[src/rtl/qpu_exu_evt_sched.sv]
`default_nettype none
// ============================================================================
// qpu_exu_evt_sched : timestamped event FIFO released by a local timeline.
// Optional same-cycle bypass: QPU_EVT_SCHED_BYPASS_EN.  Rev 1.0
// ============================================================================
module qpu_exu_evt_sched #(
    parameter int TIME_W  = 32,
    parameter int EDATA_W = 16,
    parameter int OPR_W   = 4,
    parameter int DEPTH   = 4
) (
    input  logic                       clk,
    input  logic                       rst_n,
    input  logic                       i_start,
    input  logic                       i_flush,
    input  logic                       i_valid,
    output logic                       i_ready,
    input  logic [TIME_W-1:0]          i_time,
    input  logic [EDATA_W-1:0]         i_edata,
    input  logic [OPR_W-1:0]           i_oprand,
    output logic                       o_valid,
    input  logic                       o_ready,
    output logic [EDATA_W-1:0]         o_edata,
    output logic [OPR_W-1:0]           o_oprand,
    output logic [TIME_W-1:0]          o_time,
    output logic [TIME_W-1:0]          o_now,
    output logic [$clog2(DEPTH):0]     o_count,
    output logic                       o_busy,
    output logic                       o_late,
    input  logic                       i_clr_late
);

    localparam int PW = $clog2(DEPTH);
    localparam logic [PW:0] CNT_FULL = (PW+1)'(DEPTH);

    typedef enum logic [0:0] {
        ST_IDLE = 1'b0,
        ST_RUN  = 1'b1
    } state_t;

    state_t             state_q;
    logic [TIME_W-1:0]  now_q;
    logic [PW-1:0]      wr_ptr_q, wr_ptr_d;
    logic [PW-1:0]      rd_ptr_q, rd_ptr_d;
    logic [PW:0]        count_q, count_d;
    logic               late_q, late_d;

    logic [TIME_W-1:0]  time_mem_q  [DEPTH];
    logic [EDATA_W-1:0] edata_mem_q [DEPTH];
    logic [OPR_W-1:0]   opr_mem_q   [DEPTH];

    logic               not_empty, full, behind, due, pop, push, byp_hit, late_hit;
    logic [TIME_W-1:0]  head_time;
    logic [EDATA_W-1:0] head_edata;
    logic [OPR_W-1:0]   head_opr;

    assign not_empty  = (count_q != '0);
    assign full       = (count_q == CNT_FULL);
    assign head_time  = not_empty ? time_mem_q[rd_ptr_q]  : '0;
    assign head_edata = not_empty ? edata_mem_q[rd_ptr_q] : '0;
    assign head_opr   = not_empty ? opr_mem_q[rd_ptr_q]   : '0;

    // Sign of (now - time) gives a wrap-safe "now >= time" inside a half-range window.
    assign behind   = 1'((now_q - head_time) >> (TIME_W-1));
    assign due      = (state_q == ST_RUN) & not_empty & ~behind;
    assign pop      = due & o_ready;
    assign i_ready  = (~full | pop) & ~i_flush;
    assign late_hit = pop & (now_q != head_time);

`ifdef QPU_EVT_SCHED_BYPASS_EN
    assign byp_hit = (state_q == ST_RUN) & ~not_empty & i_valid & ~i_flush & (i_time == now_q);
`else
    assign byp_hit = 1'b0;
`endif

    // A bypassed event that is consumed immediately never enters the queue.
    assign push = i_valid & i_ready & ~(byp_hit & o_ready);

    assign o_valid  = due | byp_hit;
    assign o_edata  = byp_hit ? i_edata  : head_edata;
    assign o_oprand = byp_hit ? i_oprand : head_opr;
    assign o_time   = byp_hit ? i_time   : head_time;
    assign o_now    = now_q;
    assign o_count  = count_q;
    assign o_busy   = (state_q == ST_RUN) | not_empty;
    assign o_late   = late_q;

    always_comb begin
        wr_ptr_d = push ? wr_ptr_q + PW'(1) : wr_ptr_q;
        rd_ptr_d = pop  ? rd_ptr_q + PW'(1) : rd_ptr_q;
        count_d  = count_q;
        case ({push, pop})
            2'b10:   count_d = count_q + (PW+1)'(1);
            2'b01:   count_d = count_q - (PW+1)'(1);
            default: count_d = count_q;
        endcase
        late_d = late_hit | (late_q & ~i_clr_late);
    end

    always_ff @(posedge clk) begin
        if (!rst_n) begin
            state_q  <= ST_IDLE;
            now_q    <= '0;
            wr_ptr_q <= '0;
            rd_ptr_q <= '0;
            count_q  <= '0;
            late_q   <= 1'b0;
        end else begin
            late_q <= late_d;
            if (i_flush) begin
                state_q  <= ST_IDLE;
                wr_ptr_q <= '0;
                rd_ptr_q <= '0;
                count_q  <= '0;
            end else begin
                wr_ptr_q <= wr_ptr_d;
                rd_ptr_q <= rd_ptr_d;
                count_q  <= count_d;
                if (i_start) begin
                    state_q <= ST_RUN;
                    now_q   <= '0;
                end else if (state_q == ST_RUN) begin
                    now_q <= now_q + TIME_W'(1);
                end
            end
        end
    end

    always_ff @(posedge clk) begin
        if (push) begin
            time_mem_q[wr_ptr_q]  <= i_time;
            edata_mem_q[wr_ptr_q] <= i_edata;
            opr_mem_q[wr_ptr_q]   <= i_oprand;
        end
    end

endmodule
`default_nettype wire

[config.mk]
export PLATFORM = sky130hd
export DESIGN_NAME = qpu_exu_evt_sched
export DESIGN_NICKNAME = d
export VERILOG_FILES = /design/src/rtl/qpu_exu_evt_sched.sv
export SDC_FILE = /design/constraint.sdc
export NUM_CORES = 1
export LEC_CHECK = 0
export ABC_AREA = 1
export ABC_CLOCK_PERIOD_IN_PS = 9400
export BUFFER_PORTS_ARGS = -buffer_cell sky130_fd_sc_hd__buf_2
export CAP_MARGIN = 10
export CORE_ASPECT_RATIO = 2
export CORE_UTILIZATION = 30
export DETAILED_ROUTE_END_ITERATION = 8
export PLACE_DENSITY_LB_ADDON = 0.08
export REMOVE_ABC_BUFFERS = 1
export SLEW_MARGIN = 10
export SYNTH_ARGS = -nofsm -noshare
export SYNTH_HDL_FRONTEND = slang
export SYNTH_SLANG_ARGS = --single-unit
export TNS_END_PERCENT = 1
[constraint.sdc]
create_clock -name clk -period 9.4 [get_ports clk]
set_input_delay 1.41 -clock clk [delete_from_list [all_inputs] [get_ports clk]]
set_output_delay 1.41 -clock clk [all_outputs]
set_load 0.005 [all_outputs]
==> out/metrics.csv, run 1 <==
metric,value,unit
status,finished clean,
max-slew violations,0,
NumNets Final,1369,
post_cts resized,0,
Clk pwr share,0.422,
io pins,150,
P_int,1.81,mW
sequential share of the synthesized area,0.626,
Initial Util,0.304,
area of the multi-input gates,3710,µm²
FF-to-FF path depth,23,
routed wire length,32900,µm
total track usage,0.172,
sequential power share,0.528,
first-pass iteration count of the detailed router,4,
Max IR drop VDD,0.114,mV
RSZ-0062 raised after global routing,no,
r2r endpoint,time_mem_q[3][23]$_DFFE_PP_,
first-iteration detailed-routing DRC count,265,
CTS Hold Bufs,0,
combinational power share,0.049,
"delay-heaviest family, CP",buffers and inverters,
TNS Setup,0,ns
worst-skew pair later-pin latency,0.54,ns
"area leader, netlist",edfxtp_1,
wire per inst,18.8,µm
worst slack at placement,3.27,ns
Seq cells post-synth,251,
Buf/Inv on CP,6,
port bufs,149,
Antenna Cells,0,
Core ar.,37300,µm²
Avg Inst Size Synth,10.0,µm²
worst-path fanout max,53,
CP endpoint kind,output pin,
Main synth FF type,edfxtp_1,
initial antenna violation count,0,
fin crit period,6.01,ns
Max Clock Freq,166,MHz
# Post-CTS Setup Buffers,0,
"reg-to-reg slack, setup",3.45,ns
Synthesis Warnings,0,
final worst path period share,0.639,
Root Driver,clkbuf_16,
Worst-Margin Slew,1.00,ns
Layout Skew,0.0160,ns
area grow syn2layout,17.9,%
clk slew on worst S/H paths,0.06,ns
top area cells in the synthesized netlist,"edfxtp_1 55%, nor2_1 8.4%, dfxtp_1 7.6%, o21ai_0 5.2%, nand2_1 4.5%",
post-route ant nets,0,
clk sink count,251,
H-tree depth,1,
Leak,5.13,nW
Worst Path Arrival,4.60,ns
Die H,277,µm
gr ovfl total,0,
critical path's slowest cell,buf_4,
number of max-cap violations,0,
CP Data Required Time,7.99,ns
Fill cells,3812,
Setup Viol. Count Final,0,
GPL Wtd Cong,0.802,
row count,100,
hold path start,rd_ptr_q[1]$_SDFFE_PP0P_,
switching share of power,0.221,
Slew HR,0.329,
WS Path Type,reg -> out,
via count,8185,
cell count after synthesis,1131,
synth unique cells,39,
first-pass GRT wire length,49800,µm
switching power of the nets,512,µW
share of cells above drive strength 1,0.175,
Finished Core Util,0.359,
Yosys top cell area share,0.550,
clk buf depth,3,
vias in the first global route,8505,
Residual DRC,0,
Critical Path Start Type,flip-flop,
CP peak stage delay,0.63,ns
CTS Buf Count,25,
CTS tree,yes,
synthesized cell area,11300,µm²
Post-synth EDFFs,208,
cells along the critical path,buf_4 > inv_2 > buf_4 > nor2_1 > o21ai_0 > a21oi_1 > inv_1 > ha_1 > nand2_1 > nor2_1 > inv_1 > nor2_1 > nand2_1 > nand2_1 > nand2_1 > nand2_1 > nand2_1 > nand2_1 > nand3_2 > a21oi_1 > buf_2,
Min-Delay Path Class,reg -> reg,
pwr/cell area,174,nW/µm²
fraction of registers with async set/reset,0,
Seq. cell area,7110,µm²
Final WS setup,3.39,ns
Avg Vias per Cell,4.68,
die area,38700,µm²
worst hold stages,2,
HPWL after DPL,21500,µm
most used cell along the critical path,nand2_1,
final hold vios,0,
pin count of the biggest net entering global routing,77,
Die Wd,140,µm
==> registers in the layout (all words and copies together) (netlist names), named ones only <==
register     flops
edata_mem_q     64
o_count          3
o_late           1
o_now           32
opr_mem_q       16
rd_ptr_q         2
state_q          1
time_mem_q     128
wr_ptr_q         2
==> routing by layer <==
metal,vias up,wire [µm],GRT usage,part of all wire
li1,4109,-,-,-
met1,3862,12200,0.178,0.37
met2,159,17900,0.333,0.55
met3,55,1430,0.0303,0.043
met4,0,1330,0.0761,0.040
met5,-,0,0,0
==> cell type report <==
class / instances / share of cell area
clock buffers: 33 / 0.0498
multi-input cells: 732 / 0.277
repair buffers: 158 / 0.0608
well taps: 459 / 0.0429
flip-flops and latches: 251 / 0.532
clock inverters: 12 / 0.00842
inverters: 104 / 0.0293
==> tightest hold or removal path, stage by stage, from the launching register on <==
cell and delay, ns:
dfxtp_1 0.31, inv_1 0.05, a21oi_1 0.06
==> logic make-up (layout without fill, tap and decap cells) <==
family,Yosys count,in the layout,synth area share
DFF,251,251,0.626
AOI/OAI and AO/OA,221,221,0.0988
buffers and inverters,148,307,0.0498
adders and majority gates,38,38,0.0426
xor gates and xnor gates,11,11,0.00849
and+or+nand+nor,462,462,0.174
==> worst max path at each step <==
stage               from                           to  slack, ns  cells past startpoint
2_1_floorplan  flip-flop  edata_mem_q[0][0]$_DFFE_PP_       1.49                     15
3_3_place_gp   flip-flop  time_mem_q[1][27]$_DFFE_PP_       3.32                     23
3_5_place_dp   flip-flop  time_mem_q[1][27]$_DFFE_PP_       3.27                     23
4_1_cts        flip-flop                      i_ready       3.23                     21
5_1_grt        flip-flop  time_mem_q[1][29]$_DFFE_PP_       2.91                     23
6_report       flip-flop                      i_ready       3.39                     21
==> metrics by stage <==
| stage | total power [mW] | area (µm²) | hold slack, ns | cells |
|---|---|---|---|---|
| detailed placement | 1.37 | 12600 | 0.451 | 1704 |
| finish | 2.32 | 13400 | 0.456 | 1749 |
| global placement | 1.37 | 12600 | 0.443 | 1704 |
| CTS | 2.36 | 13400 | 0.460 | 1749 |
| global route | 2.41 | 13400 | 0.487 | 1749 |
| floorplan | 1.30 | 11200 | 0.433 | 1087 |
==> placed cells by master (no fill, tap or decap), types with 2 or more instances in the layout <==
cell	Yosys	layout
nor2_1	254	250
edfxtp_1	208	208
buf_2	2	149
nand2_1	135	135
o21ai_0	118	118
inv_1	99	98
a21oi_1	96	96
dfxtp_1	43	41
ha_1	37	37
clkbuf_16	0	25
nor3_1	20	20
nand3_1	12	12
nand4_1	10	10
buf_4	0	9
nor2_4	3	7
xor2_1	7	7
clkbuf_1	29	7
nand3_2	6	6
clkinv_2	0	6
nor4_1	5	5
inv_2	5	5
xnor2_1	4	4
clkinv_1	0	3
and2_1	2	2
nand2_2	2	2
nor2_2	2	2
o21ai_1	2	2
nor4_2	2	2
nand3b_1	2	2
a21o_1	2	2
bufinv_16	0	2
==> synth_stat cells (5+ instances only) <==
master	n
nor4_1	5
dfxtp_1	43
buf_1	12
xor2_1	7
nor3_1	20
inv_2	5
ha_1	37
o21ai_0	118
inv_1	99
nand4_1	10
clkbuf_1	29
edfxtp_1	208
nand3_1	12
nand2_1	135
nand3_2	6
nor2_1	254
a21oi_1	96
==> power by group through the flow <==
stage                     combinational [mW]  clock (mW)  sequential (mW)
final                                  0.115       0.980             1.23
after global placement                 0.118           0             1.25
after CTS                              0.119        1.01             1.23
after global routing                   0.129        1.05             1.23
after detailed placement               0.118           0             1.25
after floorplan                       0.0539           0             1.25
Power figures use the tool's default switching activity.
==> inputs of run 2 (changes only) <==
--- a/config.mk
+++ b/config.mk
@@ -5,8 +5,8 @@
 export SDC_FILE = /design/constraint.sdc
 export NUM_CORES = 1
 export LEC_CHECK = 0
-export ABC_AREA = 1
-export ABC_CLOCK_PERIOD_IN_PS = 9400
+export ABC_AREA = 0
+export ABC_CLOCK_PERIOD_IN_PS = 5800
 export BUFFER_PORTS_ARGS = -buffer_cell sky130_fd_sc_hd__buf_2
 export CAP_MARGIN = 10
 export CORE_ASPECT_RATIO = 2
==> constraint.sdc (replaced) <==
create_clock -name clk -period 5.8 [get_ports clk]
set_input_delay 0.87 -clock clk [delete_from_list [all_inputs] [get_ports clk]]
set_output_delay 0.87 -clock clk [all_outputs]
set_load 0.005 [all_outputs]
==> out/metrics.csv, run 2 <==
metric,value,unit
Adder-Cell Fraction of Synth Area,0.0445,
combinational power share,0.039,
top area cells in the synthesized netlist,"edfxtp_1 58%, dfxtp_1 7.9%, ha_1 4.3%, mux4_2 3.7%, mux2i_1 3.1%",
post_cts resized,0,
sequential power share,0.518,
area grow syn2layout,20.0,%
die area,37000,µm²
first-pass iteration count of the detailed router,4,
Worst Path Arrival,4.26,ns
Core ar.,35700,µm²
post-synthesis compound-gate area fraction,0.0499,
CTS Buf Count,25,
worst-path fanout max,42,
RSZ-0062 raised after global routing,no,
Layout Skew,0.0137,ns
row count,98,
final worst path period share,0.884,
Die H,271,µm
final hold vios,0,
CP endpoint kind,output pin,
FF-to-FF path depth,17,
GPL Wtd Cong,0.760,
"commonest non-fill, non-tap cell in the layout",edfxtp_1,
Worst Setup EP,i_ready,
HPWL after DPL,18700,µm
Clk pwr share,0.443,
clk sink count,251,
clk slew on worst S/H paths,0.07,ns
Avg Inst Size Synth,14.5,µm²
most used cell along the critical path,nor2_1,
Die Wd,137,µm
max-slew violations,0,
Max Clock Freq,195,MHz
Synthesis Warnings,0,
pwr/cell area,293,nW/µm²
switching share of power,0.214,
worst-skew pair later-pin latency,0.54,ns
"reg-to-reg slack, setup",1.09,ns
initial antenna violation count,1,
Setup Viol. Count Final,0,
switching power of the nets,816,µW
Total Power,3.82,mW
simple-gate share of the synthesized area,0.0895,
fin crit period,5.13,ns
sequential share of the synthesized area,0.655,
Yosys top cell area share,0.575,
max FFs per register,128,
Post-synth top cells,"208 x edfxtp_1, 61 x nand2_1, 44 x inv_1",
Main synth FF type,edfxtp_1,
# Post-CTS Setup Buffers,0,
CP Data Required Time,4.93,ns
worst hold stages,2,
first-iteration detailed-routing DRC count,278,
cells along the critical path,buf_12 > mux2_2 > o211ai_1 > ha_1 > nand4_1 > nor2_1 > a221o_1 > o211a_1 > a211oi_4 > inv_2 > a21oi_1 > nor2_1 > buf_2,
largest reg by FF count,time_mem_q,
port bufs,149,
synth unique cells,53,
P_int,3.00,mW
total track usage,0.157,
status,finished clean,
CP peak stage delay,0.67,ns
io pins,150,
Root Driver,clkbuf_16,
synthesized cell area,10900,µm²
CTS tree,yes,
number of max-cap violations,0,
r2r endpoint,o_count[2]$_SDFFE_PP0P_,
wire per inst,20.6,µm
Post-Synth XOR/XNOR Area,0.0259,
via count,6504,
first-pass GRT wire length,42700,µm
Avg Vias per Cell,4.72,
top-count cell post-synth,edfxtp_1,
Leak,4.87,nW
routed wire length,28400,µm
Critical Path Start Type,flip-flop,
critical path's slowest cell,dfxtp_4,
Min-Delay Path Class,reg -> reg,
Antenna Cells,0,
Slew HR,0.367,
pin count of the biggest net entering global routing,54,
NumNets Final,1006,
most frequent cells in the layout,"208 x edfxtp_1, 149 x buf_2, 61 x nand2_1",
Seq cells post-synth,251,
Worst-Margin Slew,0.947,ns
Initial Util,0.304,
Residual DRC,0,
mux contribution to synthesized area,0.109,
DP Area,12200,µm²
clk buf depth,3,
H-tree depth,1,
"Design Area, Final",13000,µm²
cell count after synthesis,748,
main combinational cell family by area after synthesis,multiplexers,
Post-synth EDFFs,208,
vias in the first global route,6907,
post-route ant nets,0,
WS Path Type,reg -> out,
share of cells above drive strength 1,0.289,
"area leader, netlist",edfxtp_1,
fraction of registers with async set/reset,0,
gr ovfl total,0,
Max IR drop VDD,0.346,mV
CTS Hold Bufs,0,
## run 2: cell count changes after synthesis, moves of 18 or more
| cell | previous run | this run |
|---|---|---|
| a21oi_1 | 96 | 19 |
| and2_1 | 2 | 29 |
| inv_1 | 99 | 44 |
| mux2_2 | 0 | 30 |
| mux2i_1 | 0 | 34 |
| mux4_2 | 0 | 18 |
| nand2_1 | 135 | 61 |
| nor2_1 | 254 | 43 |
| o211ai_1 | 0 | 30 |
| o21ai_0 | 118 | 11 |
## run 2: layout make-up
cell class / count / area (µm²)
fillers: 3457 / 22700
flip-flops and latches: 251 / 7110
well taps: 450 / 563
inverters: 45 / 169
repair buffers: 162 / 856
clock buffers: 28 / 637
clock inverters: 17 / 203
multi-input cells: 424 / 3490
## run 2: per-stage QoR
stage          TNS, ns   util  setup WS (ns)  hold WS (ns)  instances
2_1_floorplan  -100.29      -         -0.482         0.449        720
3_3_place_gp         0  0.342           1.06         0.465       1332
3_5_place_dp         0  0.342          0.979         0.468       1332
4_1_cts              0  0.365          0.517         0.481       1377
5_1_grt              0  0.365          0.332         0.527       1377
6_report             0  0.365          0.671         0.486       1377
## run 2: logic make-up (layout without fill, tap and decap cells)
| kind of cell | count (synthesis) | in the layout |
|---|---|---|
| buf+inv | 73 | 252 |
| simple gates | 194 | 194 |
| compound gates | 76 | 76 |
| xor+xnor | 30 | 30 |
| flops | 251 | 251 |
| mux | 86 | 86 |
| fa+ha+maj | 38 | 38 |
## run 2: worst min path at each step
stage	start	endpoint	slack, ns
6_report	rd_ptr_q[1]$_SDFFE_PP0P_	flip-flop	0.49
4_1_cts	rd_ptr_q[1]$_SDFFE_PP0P_	flip-flop	0.48
5_1_grt	i_time[31]	time_mem_q[2][31]$_DFFE_PP_	0.53
3_5_place_dp	rd_ptr_q[1]$_SDFFE_PP0P_	flip-flop	0.47
2_1_floorplan	rd_ptr_q[1]$_SDFFE_PP0P_	flip-flop	0.45
3_3_place_gp	rd_ptr_q[1]$_SDFFE_PP0P_	flip-flop	0.47
## run 2: routing by layer
metal	global-route usage	vias up	share of wire
met5	0	-	0.00060
met4	0.0459	2	0.020
met3	0.0268	29	0.045
met2	0.299	131	0.55
met1	0.173	3244	0.38
li1	-	3098	-
## run 2: worst max-delay path: cells and delay by family, from the launching register on
| family | cells | cell delay (ns) |
|---|---|---|
| compound gates | 5 | 1.44 |
| fa+ha+maj | 1 | 0.30 |
| buf+inv | 3 | 0.59 |
| flops | 1 | 0.67 |
| mux | 1 | 0.38 |
| simple gates | 3 | 0.30 |
## run 2: power groups by stage
stage,Sequential [mW],Combinational [mW],Clock (mW)
after floorplan,2.02,0.0668,0
after global placement,2.02,0.152,0
after detailed placement,2.02,0.154,0
after CTS,1.98,0.154,1.75
after global routing,1.98,0.166,1.81
final,1.98,0.148,1.69
==> inputs of run 3 (changes only) <==
--- a/config.mk
+++ b/config.mk
@@ -11,8 +11,8 @@
 export CAP_MARGIN = 10
 export CORE_ASPECT_RATIO = 2
 export CORE_UTILIZATION = 30
+export CTS_CLUSTER_SIZE = 14
 export DETAILED_ROUTE_END_ITERATION = 8
-export PLACE_DENSITY_LB_ADDON = 0.08
 export REMOVE_ABC_BUFFERS = 1
 export SLEW_MARGIN = 10
 export SYNTH_ARGS = -nofsm -noshare
==> out/metrics.csv, run 3 (same netlist as run 2, synthesis figures left out) <==
metric,value,unit
CTS Buf Count,22,
Final WS setup,0.457,ns
worst-path fanout max,30,
area grow syn2layout,17.6,%
final hold vios,0,
total track usage,0.145,
sequential power share,0.570,
worst-skew pair later-pin latency,0.51,ns
io pins,150,
FF-to-FF path depth,17,
Layout Skew,0.0111,ns
met2 wire len,14600,µm
clk buf depth,3,
Core ar.,35700,µm²
DP Area,12100,µm²
clk slew on worst S/H paths,0.07,ns
vias in the first global route,6966,
P_int,2.76,mW
share of cells above drive strength 1,0.272,
CTS Hold Bufs,0,
via count,6512,
Min-Delay Path Class,reg -> reg,
CP Data Required Time,4.93,ns
Setup Viol. Count Final,0,
Initial Util,0.304,
Slew HR,0.383,
largest reg by FF count,time_mem_q,
"Design Area, Final",12800,µm²
wire per inst,19.3,µm
port bufs,149,
gr ovfl total,0,
initial antenna violation count,4,
"reg-to-reg slack, setup",0.84,ns
worst hold slack,0.470,ns
GPL Wtd Cong,0.783,
pwr/cell area,272,nW/µm²
Clk pwr share,0.388,
status,finished clean,
hold path start,rd_ptr_q[1]$_SDFFE_PP0P_,
cells along the critical path,or3_2 > buf_4 > o211ai_1 > ha_1 > nand4_1 > nor3_1 > o31a_1 > o21ai_0 > a211oi_4 > inv_2 > a21oi_1 > nor2_1 > buf_2,
post_cts resized,0,
combinational power share,0.042,
post-route ant nets,0,
most frequent cells in the layout,"208 x edfxtp_1, 149 x buf_2, 61 x nand2_1",
TNS Setup,0,ns
routed wire length,26300,µm
switching share of power,0.204,
Buf/Inv on CP,3,
first-iteration detailed-routing DRC count,378,
Finished Core Util,0.358,
RSZ-0062 raised after global routing,no,
max FFs per register,128,
Finished Layout Cells,1364,
first-pass GRT wire length,39900,µm
Total Power,3.47,mW
cell count after placement,1326,
row count,98,
Critical Path Start Type,flip-flop,
NumNets Final,997,
"delay-heaviest family, CP",compound AO/OA/AOI/OAI gates,
Die H,271,µm
top routing layer used,met5,
Max Clock Freq,187,MHz
worst slack at placement,0.787,ns
die area,37000,µm²
pin count of the biggest net entering global routing,53,
number of max-cap violations,0,
final worst path period share,0.921,
Residual DRC,0,
CP endpoint kind,output pin,
Leak,4.74,nW
Root Driver,clkbuf_16,
Worst Path Arrival,4.47,ns
HPWL after DPL,18000,µm
clk sink count,251,
metal3 WL,1220,µm
critical path's slowest cell,or3_2,
H-tree depth,1,
# Post-CTS Setup Buffers,0,
Die Wd,137,µm
fin crit period,5.34,ns
worst hold stages,2,
Worst-Margin Slew,0.925,ns
switching power of the nets,709,µW
WS Path Type,reg -> out,
met1 WL,9410,µm
"commonest non-fill, non-tap cell in the layout",edfxtp_1,
CP peak stage delay,0.54,ns
max-slew violations,0,
CTS tree,yes,
first-pass iteration count of the detailed router,6,
reg2reg start,o_count[0]$_SDFFE_PP0P_,
Avg Vias per Cell,4.77,
r2r endpoint,o_count[2]$_SDFFE_PP0P_,
Max IR drop VDD,0.158,mV
==> run 3: area by class of cell <==
type                       instances  area [µm²]
inverter                          45         169
sequential                       251        7110
antenna                            2        5.00
clock inverter                     5        21.3
tap                              450         563
multi-input combinational        424        3480
fill                            3377       22900
timing repair buffer             156         798
clock buffer                      31         616
==> run 3: power groups by stage <==
| stage | combinational (mW) | sequential (mW) | clock (mW) |
|---|---|---|---|
| after detailed placement | 0.148 | 2.02 | 0 |
| final | 0.146 | 1.98 | 1.35 |
| after floorplan | 0.0668 | 2.02 | 0 |
| after global routing | 0.161 | 1.98 | 1.43 |
| after global placement | 0.144 | 2.02 | 0 |
| after CTS | 0.149 | 1.98 | 1.38 |
==> run 3: worst max path at each step <==
stage,endpoint,depth (start not counted),startpoint
detailed placement,o_count[2]$_SDFFE_PP0P_,16,flip-flop
floorplan,edata_mem_q[0][0]$_DFFE_PP_,10,flip-flop
global placement,o_count[2]$_SDFFE_PP0P_,17,o_count[0]$_SDFFE_PP0P_
CTS,i_ready,13,o_count[0]$_SDFFE_PP0P_
finish,i_ready,13,o_count[0]$_SDFFE_PP0P_
global route,i_ready,12,flip-flop
==> run 3: layer usage <==
metal  global-route usage  vias up
met4               0.0693        4
met1                0.145     3248
met3               0.0251       49
met5                    0        -
li1                     -     3076
met2                0.280      135
==> run 3: worst reg2reg max path, stage by stage (launching register included) <==
cell       delay [ns]
dfxtp_1          0.42
or3_2            0.54
buf_4            0.45
o211ai_1         0.28
ha_1             0.38
nand4_1          0.16
nor3_1           0.46
o31a_1           0.29
o21ai_0          0.15
a211oi_4         0.37
o2bb2ai_4        0.14
inv_1            0.07
ha_1             0.17
inv_1            0.06
fa_1             0.37
xor2_1           0.15
or3_1            0.30
a21oi_1          0.14
